$ cat config.mk
export PLATFORM = sky130hd
export DESIGN_NAME = imem_boot_loader
export DESIGN_NICKNAME = d
export VERILOG_FILES = /design/src/rtl/imem_loader_pkg.sv /design/src/rtl/imem_boot_loader_byte_word_packer.sv /design/src/rtl/imem_boot_loader.sv
export SDC_FILE = /design/constraint.sdc
export NUM_CORES = 1
export LEC_CHECK = 0
export CAP_MARGIN = 25
export CORE_MARGIN = 8
export CORE_UTILIZATION = 50
export CTS_BUF_LIST = sky130_fd_sc_hd__clkbuf_8 sky130_fd_sc_hd__clkbuf_16
export CTS_CLUSTER_DIAMETER = 50
export DETAILED_ROUTE_END_ITERATION = 6
export DONT_BUFFER_PORTS = 1
export RECOVER_POWER = 50
export SYNTH_ARGS = -nofsm -noshare
export SYNTH_HDL_FRONTEND = slang
export SYNTH_SLANG_ARGS = --single-unit
export TNS_END_PERCENT = 5
$ cat constraint.sdc
create_clock -name clk -period 2.7 [get_ports clk]
set_input_delay 0.135 -clock clk [delete_from_list [all_inputs] [get_ports clk]]
set_output_delay 0.135 -clock clk [all_outputs]
set_load 0.03 [all_outputs]
$ cat src/rtl/imem_loader_pkg.sv
// imem_loader_pkg
//   Shared definitions for the instruction-memory boot loader: loader FSM state
//   encoding, the default frame start byte and the number of bytes per word.
//   No ports; imported by imem_boot_loader and byte_word_packer.
package imem_loader_pkg;

  // Raw encodings kept as plain constants so older code that compares
  // against numeric state values keeps working.
  localparam logic [2:0] ST_IDLE   = 3'd0;
  localparam logic [2:0] ST_LEN_LO = 3'd1;
  localparam logic [2:0] ST_LEN_HI = 3'd2;
  localparam logic [2:0] ST_DATA   = 3'd3;
  localparam logic [2:0] ST_CHECK  = 3'd4;
  localparam logic [2:0] ST_DONE   = 3'd5;
  localparam logic [2:0] ST_ERR    = 3'd6;

  typedef enum logic [2:0] {
    IDLE   = ST_IDLE,
    LEN_LO = ST_LEN_LO,
    LEN_HI = ST_LEN_HI,
    DATA   = ST_DATA,
    CHECK  = ST_CHECK,
    DONE   = ST_DONE,
    ERR    = ST_ERR
  } state_e;

  localparam logic [7:0] DEFAULT_MAGIC = 8'hA5;
  localparam int         WORD_BYTES    = 4;

endpackage

$ cat src/rtl/imem_boot_loader_byte_word_packer.sv
// byte_word_packer
//   Assembles a little-endian 32-bit word from a stream of bytes. The first
//   byte after a clear lands in bits [7:0], the fourth in bits [31:24].
//   Ports:
//     clk, reset  : clock and synchronous active-high reset
//     clear       : restart packing at byte 0 (takes priority over byte_valid)
//     byte_valid  : byte_in is accepted this cycle
//     byte_in     : incoming byte
//     word_valid  : combinational, high while the 4th byte of a word is accepted
//     word_out    : combinational, the word including the byte being accepted
module byte_word_packer
  import imem_loader_pkg::*;
(
  input  logic        clk,
  input  logic        reset,
  input  logic        clear,
  input  logic        byte_valid,
  input  logic [7:0]  byte_in,
  output logic        word_valid,
  output logic [31:0] word_out
);

  logic [1:0]  byte_idx_q, byte_idx_d;
  logic [31:0] word_q, word_d;
  logic [31:0] word_next;

  // Each lane takes the incoming byte only when the index points at it;
  // the full word is therefore already complete while the last byte arrives,
  // letting the parent register the write one cycle later.
  genvar gi;
  generate
    for (gi = 0; gi < WORD_BYTES; gi++) begin : g_lane
      assign word_next[8*gi +: 8] = (byte_valid && (byte_idx_q == 2'(gi)))
                                    ? byte_in : word_q[8*gi +: 8];
    end
  endgenerate

  always_comb begin
    byte_idx_d = byte_idx_q;
    word_d     = word_q;
    if (clear) begin
      byte_idx_d = 2'd0;
      word_d     = 32'd0;
    end else if (byte_valid) begin
      byte_idx_d = byte_idx_q + 2'd1;  // wraps 3 -> 0 at the word boundary
      word_d     = word_next;
    end
  end

  always_ff @(posedge clk) begin
    if (reset) begin
      byte_idx_q <= 2'd0;
      word_q     <= 32'd0;
    end else begin
      byte_idx_q <= byte_idx_d;
      word_q     <= word_d;
    end
  end

  assign word_valid = byte_valid && (byte_idx_q == 2'd3);
  assign word_out   = word_next;

endmodule

$ cat src/rtl/imem_boot_loader.sv
// imem_boot_loader
//   Receives a framed byte stream (MAGIC, LEN_LO, LEN_HI, 4*N payload bytes,
//   XOR checksum), writes the payload as little-endian words into instruction
//   memory at BASE_ADDR + 4*k, and keeps the CPU in reset until a complete
//   image with a matching checksum has been loaded.
//   Ports:
//     clk, reset    : clock and synchronous active-high reset
//     rx_data/valid : incoming byte stream, at most one byte per cycle
//     imem_we       : one-cycle write strobe per word
//     imem_addr     : byte address of the current write
//     imem_wdata    : word being written
//     cpu_reset     : held high except while a verified image is present
//     done          : verified image present
//     error         : frame error, sticky until reset
//     words_loaded  : words written in the current frame
module imem_boot_loader
  import imem_loader_pkg::*;
#(
  parameter int unsigned ADDR_W      = 10,
  parameter int unsigned DEPTH_WORDS = 256,
  parameter int unsigned BASE_ADDR   = 0,
  parameter logic [7:0]  MAGIC       = DEFAULT_MAGIC
) (
  input  logic              clk,
  input  logic              reset,
  input  logic [7:0]        rx_data,
  input  logic              rx_valid,
  output logic              imem_we,
  output logic [ADDR_W-1:0] imem_addr,
  output logic [31:0]       imem_wdata,
  output logic              cpu_reset,
  output logic              done,
  output logic              error,
  output logic [15:0]       words_loaded
);

  localparam logic [ADDR_W-1:0] BASE      = ADDR_W'(BASE_ADDR);
  localparam logic [16:0]       DEPTH_LIM = 17'(DEPTH_WORDS);

  state_e              state_q, state_d;
  logic [15:0]         len_q, len_d;
  logic [7:0]          chk_q, chk_d;
  logic [15:0]         words_loaded_q, words_loaded_d;
  logic                imem_we_q, imem_we_d;
  logic [ADDR_W-1:0]   imem_addr_q, imem_addr_d;
  logic [31:0]         imem_wdata_q, imem_wdata_d;

  logic                enter_len;
  logic [15:0]         len_full;
  logic [15:0]         words_inc;
  logic                pack_valid;
  logic                word_valid;
  logic [31:0]         word_out;

  assign pack_valid = rx_valid && (state_q == DATA);

  byte_word_packer u_packer (
    .clk        (clk),
    .reset      (reset),
    .clear      (enter_len),
    .byte_valid (pack_valid),
    .byte_in    (rx_data),
    .word_valid (word_valid),
    .word_out   (word_out)
  );

  always_comb begin
    state_d        = state_q;
    len_d          = len_q;
    chk_d          = chk_q;
    words_loaded_d = words_loaded_q;
    imem_we_d      = 1'b0;
    imem_addr_d    = imem_addr_q;
    imem_wdata_d   = imem_wdata_q;
    enter_len      = 1'b0;
    len_full       = {rx_data, len_q[7:0]};
    words_inc      = words_loaded_q + 16'd1;

    if (rx_valid) begin
      case (state_q)
        IDLE: begin
          if (rx_data == MAGIC) enter_len = 1'b1;
        end
        LEN_LO: begin
          len_d   = {len_q[15:8], rx_data};
          state_d = LEN_HI;
        end
        LEN_HI: begin
          len_d = len_full;
          if (len_full == 16'd0)                 state_d = CHECK;
          else if ({1'b0, len_full} > DEPTH_LIM) state_d = ERR;
          else                                   state_d = DATA;
        end
        DATA: begin
          chk_d = chk_q ^ rx_data;
          if (word_valid) begin
            imem_we_d      = 1'b1;
            imem_wdata_d   = word_out;
            // Word k goes to BASE + 4*k; words_loaded_q is k here.
            imem_addr_d    = BASE + (ADDR_W'(words_loaded_q) << 2);
            words_loaded_d = words_inc;
            if (words_inc == len_q) state_d = CHECK;
          end
        end
        CHECK: begin
          state_d = (rx_data == chk_q) ? DONE : ERR;
        end
        DONE: begin
          if (rx_data == MAGIC) enter_len = 1'b1;
        end
        ERR: begin
          state_d = ERR;
        end
        default: state_d = IDLE;
      endcase
    end

    // Starting a frame (first load or re-load) wipes all per-frame state.
    if (enter_len) begin
      state_d        = LEN_LO;
      chk_d          = 8'd0;
      words_loaded_d = 16'd0;
      imem_addr_d    = BASE;
    end
  end

  always_ff @(posedge clk) begin
    if (reset) begin
      state_q        <= IDLE;
      len_q          <= 16'd0;
      chk_q          <= 8'd0;
      words_loaded_q <= 16'd0;
      imem_we_q      <= 1'b0;
      imem_addr_q    <= BASE;
      imem_wdata_q   <= 32'd0;
    end else begin
      state_q        <= state_d;
      len_q          <= len_d;
      chk_q          <= chk_d;
      words_loaded_q <= words_loaded_d;
      imem_we_q      <= imem_we_d;
      imem_addr_q    <= imem_addr_d;
      imem_wdata_q   <= imem_wdata_d;
    end
  end

  assign imem_we      = imem_we_q;
  assign imem_addr    = imem_addr_q;
  assign imem_wdata   = imem_wdata_q;
  assign words_loaded = words_loaded_q;
  assign done         = (state_q == DONE);
  assign error        = (state_q == ERR);
  assign cpu_reset    = (state_q != DONE);

endmodule
# After elaboration in Yosys (flattened, before gate mapping)
# Cells that the tools add are included.
dict set report classes {
  eq_ne 18
  addsub 2
  order_cmp 1
  muxes 17
  bitwise 6
  n_reduce_logical 18
}
# op count
set op_table {}
lappend op_table {{$mux W8} 4}
lappend op_table {{$pmux W16 S2} 1}
lappend op_table {{$pmux W3 S6} 1}
lappend op_table {{$add A16 B1 Y16 const B} 1}
lappend op_table {{$eq A16 B16 Y1} 1}
lappend op_table {{$gt A16 B9 Y1 const B} 1}
lappend op_table {{$logic_not A16 Y1} 1}
lappend op_table {{$mux W3} 4}
lappend op_table {{$eq A3 B3 Y1 const B} 3}
lappend op_table {{$reduce_and A3 Y1} 3}
lappend op_table {{$eq A8 B8 Y1} 1}
lappend op_table {{$eq A8 B8 Y1 const B} 1}
lappend op_table {{$reduce_and A4 Y1} 2}
lappend op_table {{$xor A8 B8 Y8} 1}
lappend op_table {{$eq A3 B2 Y1 const B} 2}
lappend op_table {{$mux W1} 6}
lappend op_table {{$ne A2 B1 Y1 const B} 3}
lappend op_table {{$ne A3 B2 Y1 const B} 2}
lappend op_table {{$logic_and A1 B1 Y1} 5}
lappend op_table {{$not A1 Y1} 5}
lappend op_table {{$eq A2 B2 Y1 const B} 2}
lappend op_table {{$reduce_or A2 Y1} 2}
lappend op_table {{$eq A3 B1 Y1 const B} 1}
lappend op_table {{$logic_not A3 Y1} 1}
lappend op_table {{other kinds (8)} 8}
dict set report totals {
  wordCells 73
  input_bits 11
  out_inout_bits 62
  regBits 118
}

# Depth between registers and ports, before layout
dict set report logic_depth {
  word_depth 7
  ltp_mapped 9
  depth_no_buf 7
}

# Modules after synthesis
# From an unflattened synthesis, not the netlist that was laid out.
dict set report unflattened {
  hier_cells 679
  hier_area_um2 5567.8
}
# mod instances area_each_um2 cells_each seq_area_each_um2
set by_module_without_submodules {}
lappend by_module_without_submodules {imem_boot_loader 1 3880.0 485 1681.6}
lappend by_module_without_submodules {byte_word_packer 1 1687.9 194 680.7}

# Worst setup path before layout
# No wires, ideal clock.
dict set report synth_path {
  kind {reg-to-reg}
  start {reg words_loaded_q[4], in the netlist words_loaded[4]}
  end {reg state_q[2]}
  arrival_ns 2.276
  slack_ns 0.325
  n_path_buf 1
  stages_incl_launch_ff 8
  required_time_ns 2.600
  period_less_slack_ns 2.375
  setup_ns 0.100
  path_cell_list {dfxtp_1 buf_2 nand3_4 or3_1 a22o_1 nor4_2 a41oi_2 a2111oi_4}
}
dict set report synth_via {
  elab_chain_cells 4
}
# element line
set synth_lines {}
lappend synth_lines {{start: declaration} imem_boot_loader.sv:43} ;# logic [15:0] words_loaded_q, words_loaded_d;
lappend synth_lines {{start signal: assignment} imem_boot_loader.sv:140} ;# words_loaded_q <= words_loaded_d;
lappend synth_lines {{$add A16 B1 Y16} imem_boot_loader.sv:77} ;# words_inc = words_loaded_q + 16'd1;
lappend synth_lines {{$eq A16 B16 Y1} imem_boot_loader.sv:102} ;# if (words_inc == len_q) state_d = CHECK;
lappend synth_lines {{$ne A2 B1 Y1 (no source line)} n/a}
lappend synth_lines {{$reduce_and A4 Y1 (no source line)} n/a}
lappend synth_lines {{end signal: assignment} imem_boot_loader.sv:137} ;# state_q <= state_d;
lappend synth_lines {{end: declaration} imem_boot_loader.sv:40} ;# state_e state_q, state_d;
# No other way between the ends.
# A chain may end at the register's enable or synchronous reset.

# Final worst setup path
# Same ends and word-level chain as after synthesis.

==> impl_metrics.toml <==
[status]
outcome = "complete, no violations"

[final_layout]
final_cell_area_um2 = 5330
antennaDiodeCount = 0
design.final.nets = 578
flow.area_growth_from_synthesis_pct = 7.79
drive_gt1_share_pct = 5.82

[global_routing]
gr-usage-met2_pct = 30.9
first_global_vias = 3678
antenna_violations_before_repair = 0
grt_pass1_wl_um = 19600
gr-usage-met1_pct = 23.7
grt_max_degree = 52
grt_util_met3_pct = 5.16
track_usage_pct = 19.0
grt_busiest_layer = "met2"
globalRoute.totalOverflow = 0

[critical_path]
critical_path_peak_fanout = 9
critPathSlowestCell = "sky130_fd_sc_hd__clkbuf_1"
worst_r2r_endpoint = "state_q[2]"
cp_slowest_stage_delay_ns = 0.59
cpMostUsedCell = "sky130_fd_sc_hd__and4_1"
crit_arrival_ns = 2.84
critPathTopFamily = "simple AND/OR/NAND/NOR gates"
critical_path.endpoint_type = "flop"
crit_path_cell_trace = "clkbuf_1 -> and4_1 -> and4_1 -> o21ai_0 -> nor4_2 -> a41oi_2 -> a2111oi_4"
critPathKind = "flop to flop"
crit_required_ns = 3.00
critical_path.n_buffers_inverters = 1
r2r-start = "words_loaded[4]"
worst-r2r-setup-slack_ns = 0.16
reg2regPathDepth = 7
start_kind = "flop"

[timing]
relSlewSlack_pct = 47.9
max_freq_mhz = 394
timing.final.setup_violations = 0
post_route_fraction_of_the_period_consumed_by_the_critical_path_pct = 94.1
rsz_0062_raised_after_global_routing = "false"
fin_clk_skew_ns = 0.0104
report.final.hold_viol_count = 0
tightestPinTransition_ns = 0.780
setup_tns_ns = 0
finalMaxSlewViolations = 0
timing.final.crit_period_ns = 2.54

[die]
core_um2 = 9680
die_area_um2 = 13300
chipWidth_um = 115
fp-row-count = 36
initial_core_util_pct = 51.1
io_pins = 73
die_height_um = 115

[route]
route.detailed.wl_per_inst_um = 17.8
dr.first_iter.drc_count = 290
viasPerCell = 5.50
routed_wl_um = 12500
final_antenna_net_count = 0
first_pass_iters = 4
post-route-drc-count = 0
route.vias.total = 3852

[placed_design]
placed_cell_area_um2 = 5100
gp_congestion = 0.887
place.port_buffers = 0
hpwl_um = 8110

[logic_synthesis]
synth-async-reset-ratio_pct = 0
postSynthRegisterBits = 110
synth-seq-area-share_pct = 44.5
synth-edff-count = 0
synthDistinctLibCells = 51
yosysWarnings = 0
synthesized_cell_area_um2 = 4950
dominantRegCellSynth = "sky130_fd_sc_hd__dfxtp_1"
post_synth.cell_area_avg_um2 = 8.72
synthCells = 567

[clock_tree]
h-tree-depth = 3
cts-buffers-inserted = 9
ctsRootBufferMaster = "sky130_fd_sc_hd__clkbuf_8"
cts_tree = "yes"
cts_num_sinks = 110
clk_path_buf_depth = 2
cts_setup_buffers = 0
clkLatencyLatePin_ns = 0.38
clk_pin_slew_worst_paths_ns = 0.11

[hold_path]
hold_path_startpoint = "rx_valid"
min_delay_worst_endpoint = "state_q[1]"
hold_path_cell_cnt = 3
hold_class = "primary input to flop"

[pwr]
power_per_cell_area_nw_per_um2 = 501
power_leakage_nw = 2.01
highest_ir_drop_seen_on_vdd_mv = 0.272

[flow_run]
count_of_maximum_capacitance_violations = 0
[flip-flops by register name, indices dropped and copies added (netlist names)]
register	cells
chk_q	8
imem_addr	8
imem_wdata	32
imem_we	1
len_q	16
state_q	3
u_packer.byte_idx_q	2
u_packer.word_q	24
words_loaded	16
[per-layer routing]
layer	part of all wire [%]	vias up
met4	1.8	0
met2	47	107
met5	0	-
met1	44	1842
li1	-	1885
met3	6.6	18
[kinds of logic after synthesis]
logic type | count (synthesis) | synth area share (%)
simple gates | 236 | 22.4
flops | 110 | 44.5
compound gates | 73 | 10.3
buf+inv | 52 | 4.43
xor+xnor | 49 | 8.68
mux | 41 | 8.32
fa+ha+maj | 5 | 1.26
other cells | 1 | 0.0758
[stage by stage]
step	cells	worst slack, ns	utilization, %	power, mW	hold slack [ns]
final	700	0.159	55.1	2.67	0.0479
after CTS	700	0.0245	55.8	2.71	0.0347
after global placement	674	0.426	52.7	1.70	0.216
after global routing	700	0.00988	55.1	2.77	0.0526
after detailed placement	674	0.295	52.7	1.70	0.215
after floorplan	568	0.325	-	1.71	0.387
[synthesized netlist by cell type (all sizes together) (7+ instances only)]
master | number | area, µm²
a211oi | 25 | 188
a21oi | 23 | 115
buf | 13 | 72.6
clkbuf | 34 | 128
dfxtp | 110 | 2200
mux2i | 40 | 400
nand2 | 63 | 236
nand2b | 7 | 43.8
nand3 | 14 | 82.6
nand4 | 8 | 65.1
nor2 | 105 | 394
nor4 | 8 | 71.3
xnor2 | 20 | 175
xor2 | 29 | 254
[worst min-delay path: stages]
cell and delay [ns]:
sky130_fd_sc_hd__a21oi_1 0.10, sky130_fd_sc_hd__nor2_1 0.06, sky130_fd_sc_hd__o21a_1 0.10
[worst max path at each step]
stage                          startpoint              to  slack (ns)  cells after the start
after CTS                      state_q[1]  imem_wdata[30]        0.02                      7
after detailed placement  words_loaded[0]      state_q[2]        0.30                      7
final                     words_loaded[4]      state_q[2]        0.16                      7
after floorplan           words_loaded[4]      state_q[2]        0.32                      7
after global placement    words_loaded[0]      state_q[2]        0.43                      7
after global routing           state_q[0]  imem_wdata[30]        0.01                      7
[layout by cell type, fill, tap and decap left out, types with 6 or more instances in the layout]
| cell type | count |
|---|---|
| sky130_fd_sc_hd__a211oi_1 | 25 |
| sky130_fd_sc_hd__a21oi_1 | 23 |
| sky130_fd_sc_hd__clkbuf_1 | 13 |
| sky130_fd_sc_hd__clkbuf_8 | 9 |
| sky130_fd_sc_hd__dfxtp_1 | 109 |
| sky130_fd_sc_hd__dlygate4sd3_1 | 9 |
| sky130_fd_sc_hd__mux2i_1 | 40 |
| sky130_fd_sc_hd__nand2_1 | 63 |
| sky130_fd_sc_hd__nand2b_1 | 7 |
| sky130_fd_sc_hd__nand3_1 | 13 |
| sky130_fd_sc_hd__nand4_1 | 7 |
| sky130_fd_sc_hd__nor2_1 | 105 |
| sky130_fd_sc_hd__nor4_1 | 6 |
| sky130_fd_sc_hd__o21ai_0 | 6 |
| sky130_fd_sc_hd__xnor2_1 | 20 |
| sky130_fd_sc_hd__xor2_1 | 29 |
[area by class of cell]
| cell class | count | area, µm² |
|---|---|---|
| sequential | 110 | 2200 |
| multi-input combinational | 406 | 2530 |
| clock buffer | 9 | 124 |
| clock inverter | 7 | 71.3 |
| fill | 928 | 4350 |
| inverter | 5 | 18.8 |
| timing repair buffer | 30 | 218 |
| tap | 133 | 166 |
[power by group]
| group | total [mW] | switching (mW) | internal [mW] | leakage, nW |
|---|---|---|---|---|
| logic | 0.0808 | 0.0590 | 0.0218 | 1.03 |
| clock network | 0.969 | 0.611 | 0.358 | 0.0957 |
| registers | 1.62 | 0.000560 | 1.62 | 0.886 |
| total | 2.67 | 0.671 | 2.00 | 2.01 |
[what timing repair did]
item | CTS | global route
endpoints found under the setup margin | 0 | 1
hold endpoints to repair | 83 | 0
hold buffers | 10 | 0
resized for setup | 0 | 2
Note: power is estimated with default switching activity, not from simulation.
